`src/rtl/io_stream_port_if.sv`:
```
// CPU IO-bus and stream signals of io_stream_port, bundled so the bench and the
// block share one definition. slave is the block's view, master the surroundings'.
interface io_stream_port_if;
  logic        data_hazard;
  logic [15:0] IO_address;
  logic        IO_ren;
  logic        IO_wren;
  logic        h_en;
  logic        l_en;
  logic [15:0] IO_wdata;
  logic [15:0] DIO_out;
  logic [15:0] tx_data;
  logic        tx_valid;
  logic        tx_ready;
  logic [15:0] rx_data;
  logic        rx_valid;
  logic        rx_ready;
  logic        irq;

  modport slave (
    input  data_hazard, IO_address, IO_ren, IO_wren, h_en, l_en, IO_wdata,
    input  tx_ready, rx_data, rx_valid,
    output DIO_out, tx_data, tx_valid, rx_ready, irq
  );

  modport master (
    output data_hazard, IO_address, IO_ren, IO_wren, h_en, l_en, IO_wdata,
    output tx_ready, rx_data, rx_valid,
    input  DIO_out, tx_data, tx_valid, rx_ready, irq
  );
endinterface

```
`src/rtl/io_stream_port.sv`:
```
// NeonFox IO-space responder: CPU DATA writes feed a TX stream FIFO, an RX stream
// FIFO is popped by DATA reads, plus STATUS/CONTROL registers and a level interrupt.
module io_stream_port #(
  parameter logic [15:0] BASE_ADDR = 16'hFF00,
  parameter int          DEPTH     = 8
) (
  input logic             clk,
  input logic             rst,
  io_stream_port_if.slave bus
);
  localparam int PW = (DEPTH > 1) ? $clog2(DEPTH) : 1;
  localparam int CW = PW + 1;

  logic [15:0]   tx_mem [DEPTH];
  logic [15:0]   rx_mem [DEPTH];
  logic [PW-1:0] tx_rd_ptr, tx_wr_ptr, rx_rd_ptr, rx_wr_ptr;
  logic [CW-1:0] tx_count, rx_count;
  logic          rx_irq_en, tx_irq_en, tx_ovf, rx_unf;
  logic [15:0]   dio_q;

  logic          hit, hi_lane, lo_lane, rd, wr;
  logic [1:0]    offset;
  logic          tx_full, tx_empty, rx_full, rx_empty;
  logic          flush, data_wr, data_rd, tx_push, tx_pop, rx_push, rx_pop;
  logic [15:0]   wr_data, status, rd_mux;

  assign hit     = bus.IO_address[15:2] == BASE_ADDR[15:2];
  assign offset  = bus.IO_address[1:0];
  assign hi_lane = bus.h_en | ~bus.l_en;
  assign lo_lane = ~bus.h_en | bus.l_en;
  assign rd      = bus.IO_ren & hit & ~bus.data_hazard;
  assign wr      = bus.IO_wren & hit & ~bus.data_hazard;
  assign wr_data = {hi_lane ? bus.IO_wdata[15:8] : 8'h00,
                    lo_lane ? bus.IO_wdata[7:0]  : 8'h00};

  assign tx_full  = tx_count == CW'(DEPTH);
  assign tx_empty = tx_count == '0;
  assign rx_full  = rx_count == CW'(DEPTH);
  assign rx_empty = rx_count == '0;

  // A combined read+write performs the write only, so it never pops RX.
  assign flush   = wr & (offset == 2'd2) & hi_lane & bus.IO_wdata[15];
  assign data_wr = wr & (offset == 2'd0);
  assign data_rd = rd & ~bus.IO_wren & (offset == 2'd0);
  assign tx_push = data_wr & ~tx_full & ~flush;
  assign tx_pop  = ~tx_empty & bus.tx_ready & ~flush;
  assign rx_push = bus.rx_valid & ~rx_full & ~flush;
  assign rx_pop  = data_rd & ~rx_empty & ~flush;

  assign status = {4'(tx_count), 4'(rx_count), 2'b00, rx_unf, tx_ovf,
                   rx_full, tx_empty, tx_full, ~rx_empty};

  always_comb begin
    rd_mux = 16'h0000;
    case (offset)
      2'd0:    rd_mux = rx_empty ? 16'h0000 : rx_mem[rx_rd_ptr];
      2'd1:    rd_mux = status;
      2'd2:    rd_mux = {14'b0, tx_irq_en, rx_irq_en};
      default: rd_mux = 16'h0000;
    endcase
  end

  always_ff @(posedge clk) begin
    if (tx_push) tx_mem[tx_wr_ptr] <= wr_data;
    if (rx_push) rx_mem[rx_wr_ptr] <= bus.rx_data;
  end

  always_ff @(posedge clk or posedge rst) begin
    if (rst) begin
      tx_rd_ptr <= '0;
      tx_wr_ptr <= '0;
      tx_count  <= '0;
      rx_rd_ptr <= '0;
      rx_wr_ptr <= '0;
      rx_count  <= '0;
      rx_irq_en <= 1'b0;
      tx_irq_en <= 1'b0;
      tx_ovf    <= 1'b0;
      rx_unf    <= 1'b0;
      dio_q     <= 16'h0000;
    end else begin
      if (flush) begin
        tx_rd_ptr <= '0;
        tx_wr_ptr <= '0;
        tx_count  <= '0;
        rx_rd_ptr <= '0;
        rx_wr_ptr <= '0;
        rx_count  <= '0;
      end else begin
        if (tx_push) tx_wr_ptr <= tx_wr_ptr + 1'b1;
        if (tx_pop)  tx_rd_ptr <= tx_rd_ptr + 1'b1;
        if (rx_push) rx_wr_ptr <= rx_wr_ptr + 1'b1;
        if (rx_pop)  rx_rd_ptr <= rx_rd_ptr + 1'b1;
        tx_count <= tx_count + CW'(tx_push) - CW'(tx_pop);
        rx_count <= rx_count + CW'(rx_push) - CW'(rx_pop);
      end

      if (wr && offset == 2'd2 && lo_lane) begin
        rx_irq_en <= bus.IO_wdata[0];
        tx_irq_en <= bus.IO_wdata[1];
      end

      // Clears come first so a same-cycle set wins.
      if (wr && offset == 2'd1 && lo_lane) begin
        if (bus.IO_wdata[4]) tx_ovf <= 1'b0;
        if (bus.IO_wdata[5]) rx_unf <= 1'b0;
      end
      if (data_wr && tx_full)           tx_ovf <= 1'b1;
      if (data_rd && rx_empty && !flush) rx_unf <= 1'b1;

      if (bus.IO_ren && !bus.data_hazard)
        dio_q <= (hit && !(flush && offset == 2'd0)) ? rd_mux : 16'h0000;
    end
  end

  assign bus.DIO_out  = dio_q;
  assign bus.tx_data  = tx_mem[tx_rd_ptr];
  assign bus.tx_valid = ~tx_empty;
  assign bus.rx_ready = ~rx_full & ~rst;
  assign bus.irq      = (rx_irq_en & ~rx_empty) | (tx_irq_en & tx_empty);
endmodule

```
`src/flat_wrapper.sv`:
```
// flat-port wrapper written by rule: the top's interface ports become plain ports
module io_stream_port_flat 
#(
  parameter logic [15:0] BASE_ADDR = 16'hFF00,
  parameter int          DEPTH     = 8
)
  (clk, rst, bus_data_hazard, bus_IO_address, bus_IO_ren, bus_IO_wren, bus_h_en, bus_l_en, bus_IO_wdata, bus_tx_ready, bus_rx_data, bus_rx_valid, bus_DIO_out, bus_tx_data, bus_tx_valid, bus_rx_ready, bus_irq);
  io_stream_port_if bus_i ();
  input logic clk;
  input logic rst;
  input wire logic [$bits(bus_i.data_hazard)-1:0] bus_data_hazard;
  input wire logic [$bits(bus_i.IO_address)-1:0] bus_IO_address;
  input wire logic [$bits(bus_i.IO_ren)-1:0] bus_IO_ren;
  input wire logic [$bits(bus_i.IO_wren)-1:0] bus_IO_wren;
  input wire logic [$bits(bus_i.h_en)-1:0] bus_h_en;
  input wire logic [$bits(bus_i.l_en)-1:0] bus_l_en;
  input wire logic [$bits(bus_i.IO_wdata)-1:0] bus_IO_wdata;
  input wire logic [$bits(bus_i.tx_ready)-1:0] bus_tx_ready;
  input wire logic [$bits(bus_i.rx_data)-1:0] bus_rx_data;
  input wire logic [$bits(bus_i.rx_valid)-1:0] bus_rx_valid;
  output wire logic [$bits(bus_i.DIO_out)-1:0] bus_DIO_out;
  output wire logic [$bits(bus_i.tx_data)-1:0] bus_tx_data;
  output wire logic [$bits(bus_i.tx_valid)-1:0] bus_tx_valid;
  output wire logic [$bits(bus_i.rx_ready)-1:0] bus_rx_ready;
  output wire logic [$bits(bus_i.irq)-1:0] bus_irq;
  assign bus_i.data_hazard = bus_data_hazard;
  assign bus_i.IO_address = bus_IO_address;
  assign bus_i.IO_ren = bus_IO_ren;
  assign bus_i.IO_wren = bus_IO_wren;
  assign bus_i.h_en = bus_h_en;
  assign bus_i.l_en = bus_l_en;
  assign bus_i.IO_wdata = bus_IO_wdata;
  assign bus_i.tx_ready = bus_tx_ready;
  assign bus_i.rx_data = bus_rx_data;
  assign bus_i.rx_valid = bus_rx_valid;
  assign bus_DIO_out = bus_i.DIO_out;
  assign bus_tx_data = bus_i.tx_data;
  assign bus_tx_valid = bus_i.tx_valid;
  assign bus_rx_ready = bus_i.rx_ready;
  assign bus_irq = bus_i.irq;
  io_stream_port #(.BASE_ADDR(BASE_ADDR), .DEPTH(DEPTH)) u_core (.clk(clk), .rst(rst), .bus(bus_i));
endmodule
```
`config.mk`:
```
export PLATFORM = sky130hd
export DESIGN_NAME = io_stream_port_flat
export DESIGN_NICKNAME = d
export VERILOG_FILES = /design/src/rtl/io_stream_port_if.sv /design/src/rtl/io_stream_port.sv /design/src/flat_wrapper.sv
export SDC_FILE = /design/constraint.sdc
export NUM_CORES = 1
export LEC_CHECK = 0
export ABC_CLOCK_PERIOD_IN_PS = 5100
export CAP_MARGIN = 20
export CORE_UTILIZATION = 35
export DETAILED_ROUTE_END_ITERATION = 6
export PLACE_DENSITY = 0.51
export SYNTH_ARGS = -nofsm -noshare
export SYNTH_HDL_FRONTEND = slang
export SYNTH_SLANG_ARGS = --single-unit
```
`constraint.sdc`:
```
create_clock -name clk -period 5.1 [get_ports clk]
set_input_delay 1.53 -clock clk [delete_from_list [all_inputs] [get_ports clk]]
set_output_delay 1.53 -clock clk [all_outputs]
set_load 0.02 [all_outputs]
```
; After elaboration in Yosys (flattened, before gate mapping)
; Memories as Yosys holds them, arrays and structs flattened.
; Index checks and enable logic that the tools add are counted.
[op_classes]
n_addsub = 8
n_mul = 0
div = 0
magnitude_cmp = 0
eq_ne = 5
shifts = 0
n_mux = 25
bitwise_logic = 34
n_reduce_logical = 26
[op_table]
columns = cell, count
row1 = one-hot mux 16 bit (3 select lines), 1
row2 = two-way mux 16 bit, 2
row3 = two-way mux 3 bit, 8
row4 = bitwise AND 1 bit, 21
row5 = two-way mux 8 bit, 2
row6 = nonzero test 2 bit, 8
row7 = "equality test 14 bit, second input constant", 1
row8 = "adder 3 x 1 -> 3 bit, second input constant", 4
row9 = logical AND 1 bit, 10
row10 = two-way mux 1 bit, 10
row11 = inverter 1 bit, 10
row12 = adder 4 x 1 -> 4 bit, 2
row13 = "equality test 4 bit, second input constant", 2
row14 = logical NOT 4 bit, 2
row15 = two-way mux 4 bit, 2
row16 = subtractor 4 x 1 -> 4 bit, 2
row17 = AND reduction 2 bit, 2
row18 = logical NOT 1 bit, 3
row19 = OR 1 bit, 3
row20 = "equality test 2 x 1 -> 1 bit, second input constant", 1
row21 = "equality test 2 bit, second input constant", 1
row22 = logical NOT 2 bit, 1
[word_totals]
regBits = 40
latch_bits = 0
ramBits = 256
mem_bits_ro = 0
word_cells = 111
memories = 2
[mem_list]
columns = memory, depth, word_bits, read_ports, rd_clocked_by_memory_dff, write_ports, line_no
row1 = u_core.rx_mem, 8, 16, 1, 0, 1, io_stream_port.sv:15  ; logic [15:0] rx_mem [DEPTH];
row2 = u_core.tx_mem, 8, 16, 1, 0, 1, io_stream_port.sv:14  ; logic [15:0] tx_mem [DEPTH];

; Logic depth before layout (Yosys ltp)
; Gate-level depths: netlist of run 1.
[logic_depth]
word_depth = 11
ltp_mapped = 13
ltp_nobuf = 13

; Worst setup path after synthesis of run 1
; Ideal clock, no wire load.
[synth_timing]
path_kind = input to register
start = in bus_IO_address[3]
end = mem u_core.tx_mem[2][0], enable pin
arrival_time_ps = 4568
required_time_ps = 4664
path_slack_ps = 95
stages = 4
n_path_buf = 0
path_cell_list = or4_4 > nor4_2 > nand2_1 > nor4b_1
[synth_via]
elab_chain_len = 10
word_cells_on_any_way = 12
[synth_lines]
columns = item, line_no
row1 = start: declaration, flat_wrapper.sv:12  ; input wire logic [$bits(bus_i.IO_address)-1:0] bus_IO_address;
row2 = equality test 14 bit *, io_stream_port.sv:27  ; assign hit = bus.IO_address[15:2] == BASE_ADDR[15:2];
row3 = bitwise AND 1 bit * (2 in a row), io_stream_port.sv:32  ; assign wr = bus.IO_wren & hit & ~bus.data_hazard;
row4 = bitwise AND 1 bit (3 in a row), io_stream_port.sv:42  ; assign flush = wr & (offset == 2'd2) & hi_lane & bus.IO_wdata[15];
row5 = inverter 1 bit, io_stream_port.sv:45  ; assign tx_push = data_wr & ~tx_full & ~flush;
row6 = bitwise AND 1 bit *, io_stream_port.sv:45
row7 = two-way mux 1 bit *, io_stream_port.sv:64  ; if (tx_push) tx_mem[tx_wr_ptr] <= wr_data;
row8 = two-way mux 1 bit (not written as such) *, io_stream_port.sv:64
row9 = end: declaration, io_stream_port.sv:14
; Mark *: on every way between the ends. The rest lies on a longest branch, timed or not.

; Worst setup path in the final report of run 1
[layout_timing]
start = reg u_core.tx_rd_ptr[0]
end = out bus_tx_data[10]
[layout_via]
elab_chain_len = 1
[layout_lines]
columns = item, line_no
row1 = start: declaration, io_stream_port.sv:16  ; logic [PW-1:0] tx_rd_ptr, tx_wr_ptr, rx_rd_ptr, rx_wr_ptr;
row2 = start signal: assignment, io_stream_port.sv:91  ; if (tx_pop) tx_rd_ptr <= tx_rd_ptr + 1'b1;
row3 = memory read (8 x 16 bit), --
row4 = end: declaration, flat_wrapper.sv:22  ; output wire logic [$bits(bus_i.tx_data)-1:0] bus_tx_data;
; No other way between the ends.

==> results of run 1 <==
-- cells in the mapped netlist (4+ instances only) --
| library cell | count |
|---|---|
| o21ai_0 | 21 |
| nor2b_1 | 7 |
| nor2_1 | 18 |
| mux4_2 | 64 |
| ha_1 | 16 |
| nand4_1 | 4 |
| nand2_1 | 19 |
| clkbuf_1 | 17 |
| a21oi_1 | 10 |
| and2_1 | 19 |
| mux2_2 | 18 |
| xnor2_1 | 5 |
| nor3_1 | 8 |
| dfrtp_1 | 40 |
| buf_2 | 7 |
| a32oi_1 | 10 |
| mux2i_1 | 17 |
| nand2b_1 | 6 |
| inv_1 | 20 |
| nand3_1 | 9 |
| edfxtp_1 | 256 |
-- per-stage QoR --
step	cell area [µm²]	std cells
after floorplan	12070	642
after global placement	13720	1181
after detailed placement	13720	1181
after CTS	14700	1238
after global routing	14700	1238
final	14700	1238
-- state kept, by name, indices dropped and copies added, names as in the netlist, 3 cells and up --
signal              flops
u_core.rx_rd_ptr        3
u_core.tx_mem         128
u_core.tx_count         4
u_core.tx_rd_ptr        3
u_core.rx_count         4
u_core.rx_wr_ptr        3
u_core.rx_mem         128
u_core.tx_wr_ptr        3
u_core.bus.DIO_out     16
-- worst min-delay path by stage --
stage                     slack, ns  cells after the start                                 to                         startpoint
final                          0.49                      2  u_core.bus.DIO_out[7]$_DFFE_PP0P_  u_core.bus.DIO_out[7]$_DFFE_PP0P_
after global routing           0.51                      2  u_core.bus.DIO_out[7]$_DFFE_PP0P_  u_core.bus.DIO_out[7]$_DFFE_PP0P_
after CTS                      0.50                      2  u_core.bus.DIO_out[7]$_DFFE_PP0P_  u_core.bus.DIO_out[7]$_DFFE_PP0P_
after detailed placement       0.47                      2  u_core.bus.DIO_out[1]$_DFFE_PP0P_  u_core.bus.DIO_out[1]$_DFFE_PP0P_
after global placement         0.48                      2  u_core.bus.DIO_out[7]$_DFFE_PP0P_  u_core.bus.DIO_out[7]$_DFFE_PP0P_
after floorplan                0.47                      2          u_core.rx_unf$_DFFE_PP0P_          u_core.rx_unf$_DFFE_PP0P_
-- layer usage --
| layer | up-vias | part of all wire [%] | track usage [%] |
|---|---|---|---|
| met5 | - | 0 | 0 |
| met4 | 0 | 1.7 | 3.627 |
| met3 | 29 | 5.2 | 2.882 |
| met2 | 130 | 50 | 26.54 |
| met1 | 3251 | 43 | 20.35 |
| li1 | 2833 | - | - |
-- cells by family (layout without fill, tap and decap cells) --
logic type	after synthesis	after routing	synth area share, %
mux	101	101	15.28
simple gates	116	116	5.660
fa+ha+maj	18	18	1.990
compound gates	55	55	2.882
flops	296	296	71.98
buf+inv	48	196	1.627
xor+xnor	8	8	0.5805
-- power breakdown --
| group | internal (mW) | switching (mW) | total, mW |
|---|---|---|---|
| clock | 1.26 | 0.871 | 2.13 |
| combinational | 0.752 | 0.687 | 1.44 |
| sequential | 2.86 | 0.199 | 3.06 |
| total | 4.87 | 1.76 | 6.63 |
-- area by class of cell --
class	instances	area [µm²]	area share, %
clock buffers	45	858.3	5.840
clock inverters	12	115.1	0.7832
inverters	20	75.07	0.5108
multi-input cells	298	3251	22.12
flip-flops and latches	296	8691	59.14
well taps	448	560.5	3.814
repair buffers	119	1146	7.798
-- tightest hold or removal path, cell delays in order, from the launching register on --
cell and delay, ns:
dfrtp_1 0.34, nand2_1 0.05, o21ai_0 0.06
==> flow_metrics.env, run 1 <==
export IMPL_post_cts_resized=0
export IMPL_rrSetupSlack_ns=2.27
export IMPL_dr_pass1_iters=5
export IMPL_fin_nets=841
export IMPL_ir_worst_vdd_mv=0.3012
export IMPL_worstSetupPathType="reg2out"
export IMPL_cts_root_buf="clkbuf_16"
export IMPL_synthArstFlopShare_pct=13.51
export IMPL_clock_sinks=296
export IMPL_worst_ep_required_time_ns=3.57
export IMPL_tritoncts="done"
export IMPL_period_share_pct=87.42
export IMPL_viasPerCell=5.043
export IMPL_ys_warn_count=0
export IMPL_wl_um=26800
export IMPL_maxSlewHeadroom_pct=35.61
export IMPL_syn_to_final_growth_pct=21.76
export IMPL_worstSetupStartpoint="u_core.tx_rd_ptr[0]$_DFFE_PP0P_"
export IMPL_ys_flop_type="edfxtp_1"
export IMPL_drc=0
export IMPL_layout_setup_ws_ns=0.6418
export IMPL_worstSetupEndpoint="bus_tx_data[10]"
export IMPL_syn_inst=642
export IMPL_cts_max_path_buffers=3
export IMPL_finalCriticalPeriod_ns=4.458
export IMPL_synth_largest_area_cell="edfxtp_1"
export IMPL_htree_levels=1
export IMPL_hp_class="reg2reg"
export IMPL_crit_cells=4
export IMPL_path_buf_inv=2
export IMPL_hold_viol_final=0
export IMPL_p_per_area_nw_per_um2=450.9
export IMPL_seq_area_frac_synth_pct=71.98
export IMPL_r2r_end="u_core.tx_count[2]$_DFF_PP0_"
export IMPL_syn_cell_area_um2=12070
export IMPL_total_power_mw=6.627
export IMPL_path_cells="buf_12 -> mux4_2 -> mux2_2 -> clkdlybuf4s50_1"
export IMPL_cp_slowest_stage_delay_ns=0.76
export IMPL_p_leak_nw=4.863
export IMPL_netlist_area_leader_share_pct=63.69
export IMPL_ioPinCount=92
export IMPL_rsz0062_at_grt="no"
export IMPL_cts_hold_buffers=0
export IMPL_ys_ff_latch=296
export IMPL_cts_buffers=31
export IMPL_slew_violations=0
export IMPL_synth_avg_cell_area_um2=18.80
export IMPL_wl_per_cell_um=21.65
export IMPL_dp_hpwl_um=16900
export IMPL_critPathSlowestCell="dfrtp_2"
export IMPL_portBuffers=91
export IMPL_grt_max_degree=41
export IMPL_grtUsageTotal_pct=15.49
export IMPL_drv_cap=0
export IMPL_grt_pass1_vias=6743
export IMPL_cp_end_kind="primary output"
export IMPL_nFillCells=2975
export IMPL_path_max_fanout=18
export IMPL_skew_ns=0.01150
export IMPL_utilization_pct=43.61
export IMPL_antenna_cells=0
export IMPL_setup_violations=0
export IMPL_yosysUniqueCellTypes=47
export IMPL_die_h_um=187.7
export IMPL_cts_setup_buffers=0
export IMPL_preCtsSetupSlack_ns=0.3995
export IMPL_cts_clk_slew_worst_paths_ns=0.05
export IMPL_critical_path_arrival_ns=2.93
export IMPL_synth_edf_count=256
export IMPL_mostFrequentLayoutCells="256 x edfxtp_1, 91 x clkdlybuf4s50_1, 64 x mux4_2"
export IMPL_tightest_slew_ns=0.9658
export IMPL_fp_row_count=67
export IMPL_ant_nets=0
export IMPL_vias=6243
export IMPL_antenna_found_initial=1
export IMPL_final_common_cell="edfxtp_1"
export IMPL_core_um2=33700
export IMPL_run_status="completed"
export IMPL_whs_ns=0.4890
export IMPL_start_kind="register"
export IMPL_synth_area_leaders="edfxtp_1 64%, mux4_2 12%, dfrtp_1 8.3%"
export IMPL_place_congestion=0.7897
export IMPL_clock_latency_ns=0.54
export IMPL_grt_first_pass_wirelength_um=40790
export IMPL_rr_worst_depth=10
export IMPL_synth_fp_nets=717
export IMPL_critPathTopFamily="buffers and inverters"
export IMPL_die_x_um=187.7
export IMPL_setup_tns_final_ns=0
export IMPL_r2r_start="u_core.tx_count[2]$_DFF_PP0_"
export IMPL_die_area_um2=35230
export IMPL_fmax_mhz=224.3
export IMPL_drive_gt1_share_pct=22.78
export IMPL_drt_initial_drc_count=447
export IMPL_initial_utilization_pct=35.82
export IMPL_overflow=0
Power figures use the tool's default switching activity.
==> run 2, diff against run 1 <==
- MAX_ROUTING_LAYER: not set -> met4
==> run 2 against run 1 <==
Die area unchanged. Final area about the same. Global-route usage up 0.49 points. Highest routed layer unchanged.
==> flow_metrics.env, run 2 (synthesized netlist as in run 1, its figures left out) <==
export IMPL_run_status="completed"
export IMPL_grt_pass1_vias=6726
export IMPL_portBuffers=91
export IMPL_clock_sinks=296
export IMPL_wl_um=26810
export IMPL_fp_row_count=67
export IMPL_finalCriticalPeriod_ns=4.458
export IMPL_drc=0
export IMPL_worst_ep_required_time_ns=3.57
export IMPL_grt_max_degree=41
export IMPL_skew_ns=0.008123
export IMPL_p_per_area_nw_per_um2=450.9
export IMPL_tritoncts="done"
export IMPL_hp_class="reg2reg"
export IMPL_total_power_mw=6.627
export IMPL_layout_setup_ws_ns=0.6421
export IMPL_critical_path_arrival_ns=2.93
export IMPL_cp_end_kind="primary output"
export IMPL_htree_levels=1
export IMPL_drt_initial_drc_count=408
export IMPL_place_congestion=0.8011
export IMPL_tightest_slew_ns=0.9497
export IMPL_critPathSlowestCell="dfrtp_2"
export IMPL_path_cells="buf_12 -> mux4_2 -> mux2_2 -> clkdlybuf4s50_1"
export IMPL_path_max_fanout=18
export IMPL_dr_pass1_iters=4
export IMPL_initial_utilization_pct=35.82
export IMPL_dp_hpwl_um=16900
export IMPL_cts_hold_buffers=0
export IMPL_wl_per_cell_um=21.64
export IMPL_maxSlewHeadroom_pct=36.69
export IMPL_fmax_mhz=224.3
export IMPL_dpl_cell_count=1181
export IMPL_ir_worst_vdd_mv=0.3007
export IMPL_p_leak_nw=4.863
export IMPL_stdcell_count=1239
export IMPL_rsz0062_at_grt="no"
export IMPL_slew_violations=0
export IMPL_preCtsSetupSlack_ns=0.3995
export IMPL_die_h_um=187.7
export IMPL_core_um2=33700
export IMPL_drv_cap=0
export IMPL_final_common_cell="edfxtp_1"
export IMPL_fin_nets=841
export IMPL_ioPinCount=92
export IMPL_cts_clk_slew_worst_paths_ns=0.06
export IMPL_nFillCells=2975
export IMPL_setup_tns_final_ns=0
export IMPL_post_cts_resized=0
export IMPL_worstSetupPathType="reg2out"
export IMPL_cts_root_buf="clkbuf_16"
export IMPL_die_area_um2=35230
export IMPL_ant_nets=0
export IMPL_overflow=0
export IMPL_hold_viol_final=0
export IMPL_setup_violations=0
export IMPL_vias=6218
export IMPL_start_kind="register"
export IMPL_drive_gt1_share_pct=22.78
export IMPL_antenna_found_initial=1
export IMPL_grt_first_pass_wirelength_um=40830
export IMPL_cts_max_path_buffers=3
export IMPL_syn_to_final_growth_pct=21.78
export IMPL_cts_buffers=31
export IMPL_grtUsageTotal_pct=15.97
export IMPL_rrSetupSlack_ns=2.28
export IMPL_clock_latency_ns=0.54
export IMPL_cts_setup_buffers=0
export IMPL_whs_ns=0.4892
export IMPL_viasPerCell=5.019
export IMPL_die_x_um=187.7
export IMPL_mostFrequentLayoutCells="256 x edfxtp_1, 91 x clkdlybuf4s50_1, 64 x mux4_2"
export IMPL_cp_slowest_stage_delay_ns=0.76
export IMPL_period_share_pct=87.41
[run 2: where the power goes]
group	internal (mW)	total (mW)	switching, mW
clock network	1.26	2.13	0.872
registers	2.86	3.06	0.199
logic	0.751	1.44	0.685
total	4.87	6.63	1.76
[run 2: layer usage]
metal / vias up / global-route usage [%] / wire length [µm]
met3: 32 / 2.789 / 1260
met5: - / - / 0
met1: 3233 / 20.48 / 11720
met2: 119 / 26.50 / 13350
li1: 2834 / - / -
met4: 0 / 3.627 / 478
[run 2: path summary, 6_finish.rpt]
check,from,endpoint,depth (start not counted)
setup / recovery,u_core.tx_rd_ptr[0]$_DFFE_PP0P_,bus_tx_data[13],4
hold / removal,u_core.bus.DIO_out[7]$_DFFE_PP0P_,u_core.bus.DIO_out[7]$_DFFE_PP0P_,2
setup reg to reg,u_core.tx_count[2]$_DFF_PP0_,u_core.tx_count[2]$_DFF_PP0_,10
hold reg to reg,u_core.bus.DIO_out[7]$_DFFE_PP0P_,u_core.bus.DIO_out[7]$_DFFE_PP0P_,2
max in group asynchronous,rst,u_core.tx_rd_ptr[0]$_DFFE_PP0P_,3
min in group asynchronous,rst,u_core.bus.DIO_out[6]$_DFFE_PP0P_,3
[run 2: final cells by class]
type | instances | area, µm² | share of cell area, %
Tap cell | 448 | 560.5 | 3.813
Antenna cell | 1 | 2.502 | 0.01702
Sequential cell | 296 | 8691 | 59.12
Clock buffer | 45 | 858.3 | 5.839
Timing Repair Buffer | 119 | 1146 | 7.797
Clock inverter | 12 | 115.1 | 0.7831
Multi-Input combinational cell | 298 | 3251 | 22.11
Inverter | 20 | 75.07 | 0.5107
[run 2: per-stage QoR]
step	utilization (%)	area, µm²
after global placement	40.72	13720
final	43.62	14700
after floorplan	-	12070
after global routing	43.62	14700
after CTS	43.61	14700
after detailed placement	40.72	13720
[run 2: worst max-delay path: cells and delay by family (launching register included)]
kind | cells | cell delay [ns]
multiplexers | 2 | 0.80
flip-flops | 1 | 0.76
buffers and inverters | 2 | 0.81
